===== src/rtl/instruction_queue_fifo.sv =====
// Decoded-instruction FIFO between decode and issue: first-word fall-through,
// back-pressure on full, no bypass when empty.
module instruction_queue_fifo #(
   parameter int DEPTH = 8
) (
   input  logic        clk,
   input  logic        rst,
   input  logic        valid_in,
   input  logic [3:0]  MajorOpcode_in,
   input  logic [4:0]  Source1_in,
   input  logic [4:0]  Source2_in,
   input  logic [1:0]  OffsetScale_in,
   input  logic [4:0]  Destination_in,
   input  logic [3:0]  MinorOpcode_in,
   input  logic        HasAddress_in,
   input  logic [47:0] Address_in,
   input  logic        OffsetSub_in,
   input  logic        stall_in,
   output logic        valid_out,
   output logic [3:0]  MajorOpcode_out,
   output logic [4:0]  Source1_out,
   output logic [4:0]  Source2_out,
   output logic [1:0]  OffsetScale_out,
   output logic [4:0]  Destination_out,
   output logic [3:0]  MinorOpcode_out,
   output logic        HasAddress_out,
   output logic [47:0] Address_out,
   output logic        OffsetSub_out,
   output logic        stall_out
);

   localparam int AW = (DEPTH > 1) ? $clog2(DEPTH) : 1;
   localparam int CW = AW + 1;
   localparam int EW = 75;

   logic [EW-1:0] mem_q [DEPTH];
   logic [EW-1:0] mem_d [DEPTH];
   logic [AW-1:0] rd_ptr_q, rd_ptr_d;
   logic [AW-1:0] wr_ptr_q, wr_ptr_d;
   logic [CW-1:0] count_q, count_d;

   logic [EW-1:0] entry_in_s;
   logic [EW-1:0] head_s;
   logic          full_s;
   logic          empty_s;
   logic          enq_s;
   logic          deq_s;

   // Handshake decode: a full queue refuses enqueue even while draining.
   always_comb begin
      entry_in_s = {MajorOpcode_in, Source1_in, Source2_in, OffsetScale_in, Destination_in,
                    MinorOpcode_in, HasAddress_in, Address_in, OffsetSub_in};
      full_s     = (count_q == CW'(DEPTH));
      empty_s    = (count_q == CW'(0));
      enq_s      = valid_in & ~full_s;
      deq_s      = ~empty_s & ~stall_in;
   end

   // Next-state for pointers, occupancy and storage.
   always_comb begin
      mem_d    = mem_q;
      rd_ptr_d = rd_ptr_q;
      wr_ptr_d = wr_ptr_q;
      count_d  = count_q;
      if (enq_s) begin
         mem_d[wr_ptr_q] = entry_in_s;
         wr_ptr_d        = wr_ptr_q + AW'(1);
      end else begin
         wr_ptr_d = wr_ptr_q;
      end
      if (deq_s) begin
         rd_ptr_d = rd_ptr_q + AW'(1);
      end else begin
         rd_ptr_d = rd_ptr_q;
      end
      case ({enq_s, deq_s})
         2'b10:   count_d = count_q + CW'(1);
         2'b01:   count_d = count_q - CW'(1);
         default: count_d = count_q;
      endcase
   end

   // Control state register; reset discards every queued entry.
   always_ff @(posedge clk) begin
      if (rst) begin
         rd_ptr_q <= {AW{1'b0}};
         wr_ptr_q <= {AW{1'b0}};
         count_q  <= {CW{1'b0}};
      end else begin
         rd_ptr_q <= rd_ptr_d;
         wr_ptr_q <= wr_ptr_d;
         count_q  <= count_d;
      end
   end

   // Entry storage carries no reset; stale contents are masked by the count.
   always_ff @(posedge clk) begin
      mem_q <= mem_d;
   end

   // Head mux driven from registered state only.
   always_comb begin
      if (empty_s) begin
         head_s = {EW{1'b0}};
      end else begin
         head_s = mem_q[rd_ptr_q];
      end
   end

   assign {MajorOpcode_out, Source1_out, Source2_out, OffsetScale_out, Destination_out,
           MinorOpcode_out, HasAddress_out, Address_out, OffsetSub_out} = head_s;
   assign valid_out = ~empty_s;
   assign stall_out = full_s;

endmodule


===== config.mk =====
export PLATFORM = sky130hd
export DESIGN_NAME = instruction_queue_fifo
export DESIGN_NICKNAME = d
export VERILOG_FILES = /design/src/rtl/instruction_queue_fifo.sv
export SDC_FILE = /design/constraint.sdc
export NUM_CORES = 1
export LEC_CHECK = 0
export CAP_MARGIN = 20
export CORE_ASPECT_RATIO = 1.75
export CORE_MARGIN = 2
export CORE_UTILIZATION = 55
export DETAILED_ROUTE_END_ITERATION = 8
export PLACE_DENSITY = 0.82
export SLEW_MARGIN = 20
export SYNTH_ARGS = -nofsm -noshare
export SYNTH_HDL_FRONTEND = slang
export SYNTH_SLANG_ARGS = --single-unit

===== constraint.sdc =====
create_clock -name clk -period 22.2 [get_ports clk]
set_clock_uncertainty 0.15 [all_clocks]
set_input_delay 5.55 -clock clk [delete_from_list [all_inputs] [get_ports clk]]
set_output_delay 5.55 -clock clk [all_outputs]
set_load 0.05 [all_outputs]

==> impl_metrics.yaml <==
status:
  status: "finished clean"
clocking:
  cts_setup_buffers: 0
  h-tree-depth: 2
  cts_root_buf: "clkbuf_16"
  clk_pin_slew_ns: 0.06
  cts_sinks: 610
  clk_path_buf_depth: 3
  ctsHoldBuffers: 0
  cts_tree: "done"
  cts_made_buffers: 49
  ctsResizeCount: 0
  clk_latency_ns: 0.57
global_routing:
  antenna_found_initial: 5
  grt_pass1_wl_um: 70200
  grt_max_degree: 67
  grt_util_all_layers_pct: 21.3
  grt-ovfl-total: 0
  grt_pass1_vias: 11700
critical_path:
  worst_setup_path_start_kind: "flip-flop"
  cp_max_fo: 66
  endpoint: "Destination_out[0]"
  cp.required_ns: 16.50
  critical_path_arrival_ns: 4.52
  crit_type: "reg2out"
  end_kind: "output port"
  reg2reg_to: "mem_q[133]"
  crit_start: "rd_ptr_q[1]"
  rr_worst_depth: 4
  reg2reg_slack_ns: 18.71
  r2r-start: "count_q[1]"
route:
  wire_per_inst_um: 26.0
  vias_per_cell: 5.94
  drc: 0
  wl_met2_um: 25300
  vias: 10700
  first_iter_violations: 821
  first_pass_iters: 5
  ant_nets: 0
  drt_wl_total_um: 46700
  m1WireLength_um: 17500
  topRoutingLayerUsed: "met5"
  route.met3.wl_um: 2330
yosys:
  synthCells: 1024
  synth.distinct_cells: 36
  ys_seq_elements: 610
  synth.net_count: 1108
  synth.avg_cell_area_um2: 22.9
  ys_seq_area_share_pct: 77.7
  synth_area_mm2: 0.0235
  ys.warnings.count: 0
layout:
  mostFrequentLayoutCells: "edfxtp_1, clkdlybuf4s50_1, mux4_2, nor2_1, mux2i_1"
  final_nets: 1281
  area_delta_synth_final_pct: 15.8
  drive_gt1_share_pct: 20.7
  postLayoutCellArea_mm2: 0.0272
  mostFrequentLayoutCell: "edfxtp_1"
sta:
  tightest_slew_ns: 1.05
  layout_setup_ws_ns: 11.98
  setup_viol: 0
  post-route-period-util_pct: 46.1
  max_freq_mhz: 97.8
  min_period_ns: 10.22
  setup_tns_ns: 0
  maxSlewHeadroom_pct: 29.5
  drv_slew: 0
  timing.hold.ws_ns: 0.435
  finalHoldViolCount: 0
  rsz0062_at_grt: "no"
placement:
  placed_cell_area_mm2: 0.0255
  post-dp-hpwl_um: 25000
  place_ws_ns: 12.55
  gp_congestion: 0.714
  io_buffers: 155
pwr:
  seq_power_share_pct: 41.8
  p_int_mw: 2.21
  netSwitchingPower_mw: 1.07
  p_sw_share_pct: 32.6
  p_comb_share_pct: 32.2
  p_clk_share_pct: 25.9
  p_leak_nw: 8.24
  powerDensity_mw_per_mm2: 121
  max-vdd-ir-drop_mv: 0.108
hold_path:
  min_path_type: "reg2reg"
floorplan:
  io_pins: 156
  core_mm2: 0.0423
  initial_core_util_pct: 55.5
  fp.dieH_um: 277
  row_count: 100
  die-area_mm2: 0.0444
  fp.dieW_um: 160
run:
  maxCapViolCount: 0
==> logic make-up (layout without fill, tap and decap cells) <==
family / after synthesis / after routing / synth area share (%)
fa+ha+maj: 5 / 5 / 0.267
simple gates: 109 / 109 / 2.09
xor+xnor: 7 / 7 / 0.261
compound gates: 9 / 9 / 0.219
other cells: 0 / 5 / 0
flops: 610 / 610 / 77.7
buf+inv: 57 / 267 / 1.79
mux: 227 / 227 / 17.7
==> layout make-up <==
cell class                      count  area (um2)
Sequential cell                   610       18200
Fill cell                        2854       15100
Multi-Input combinational cell    357        4860
Timing Repair Buffer              177        1760
Clock buffer                       65        1360
Tap cell                          561         702
Clock inverter                     23         216
Antenna cell                        5        12.5
Inverter                            2        7.51
==> sequential cells by signal, indices dropped and copies added, names as in the netlist <==
register	flops
count_q	4
wr_ptr_q	3
rd_ptr_q	3
mem_q	600
==> how the worst min path moves through the flow <==
| stage | start | end | slack, ns | cells after the start |
|---|---|---|---|---|
| 6_report | wr_ptr_q[1] | wr_ptr_q[1] | 0.44 | 2 |
| 4_1_cts | wr_ptr_q[1] | wr_ptr_q[1] | 0.44 | 2 |
| 5_1_grt | wr_ptr_q[1] | wr_ptr_q[1] | 0.47 | 2 |
| 3_3_place_gp | wr_ptr_q[1] | wr_ptr_q[1] | 0.40 | 2 |
| 3_5_place_dp | wr_ptr_q[1] | wr_ptr_q[1] | 0.43 | 2 |
| 2_1_floorplan | wr_ptr_q[1] | wr_ptr_q[1] | 0.35 | 2 |
==> through the flow <==
step	total power, mW	std cells	utilization (%)
after floorplan	2.18	1024	-
after global placement	2.45	1705	60.3
after detailed placement	2.47	1705	60.3
after CTS	3.32	1793	64.0
after global routing	3.40	1799	64.2
final	3.28	1800	64.2
==> power by group through the flow <==
| stage | sequential (mW) | clock (mW) | combinational, mW |
|---|---|---|---|
| 2_1_floorplan | 1.37 | 0 | 0.806 |
| 4_1_cts | 1.38 | 0.867 | 1.07 |
| 3_5_place_dp | 1.40 | 0 | 1.06 |
| 6_report | 1.37 | 0.852 | 1.06 |
| 3_3_place_gp | 1.39 | 0 | 1.06 |
| 5_1_grt | 1.38 | 0.905 | 1.11 |
==> layer usage <==
layer  vias to the layer above  GRT usage (%)
met5                         -              0
met4                         2           8.85
met3                        87           3.21
met2                       317           37.9
met1                      5679           26.3
li1                       4600              -
==> synthesized netlist by cell type <==
library cell  number  area [um2]
edfxtp_1         600       18000
mux4_2           150        3380
nor2_1            86         323
mux2i_1           76         761
buf_2             24         120
clkbuf_1          18        67.6
dfxtp_1           10         200
buf_12             9         180
ha_1               5        62.6
xor2_1             5        43.8
nor3_1             4        20.0
a21oi_1            3        15.0
nand2_1            3        11.3
nand3_1            3        15.0
buf_6              2        22.5
nand2b_1           2        12.5
nor2b_1            2        12.5
o21ai_0            2        10.0
o21ai_1            2        10.0
xnor2_1            2        17.5
a21oi_2            1        8.76
buf_4              1        7.51
buf_8              1        15.0
inv_1              1        3.75
inv_2              1        3.75
mux2_1             1        11.3
nand2_2            1        6.26
nand2_8            1        20.0
nor3b_1            1        7.51
nor4_1             1        6.26
nor4_4             1        21.3
nor4b_1            1        8.76
nor4bb_1           1        10.0
o31ai_1            1        7.51
or3_1              1        6.26
or4b_1             1        10.0
==> worst max-delay path, cell delays in order (launching register included) <==
cell	delay, ns
dfxtp_4	0.63
buf_4	0.75
buf_4	0.86
mux4_2	0.38
mux2i_1	0.08
nor2_1	0.29
clkdlybuf4s50_1	0.87
Note: power is estimated with default switching activity, not from simulation.
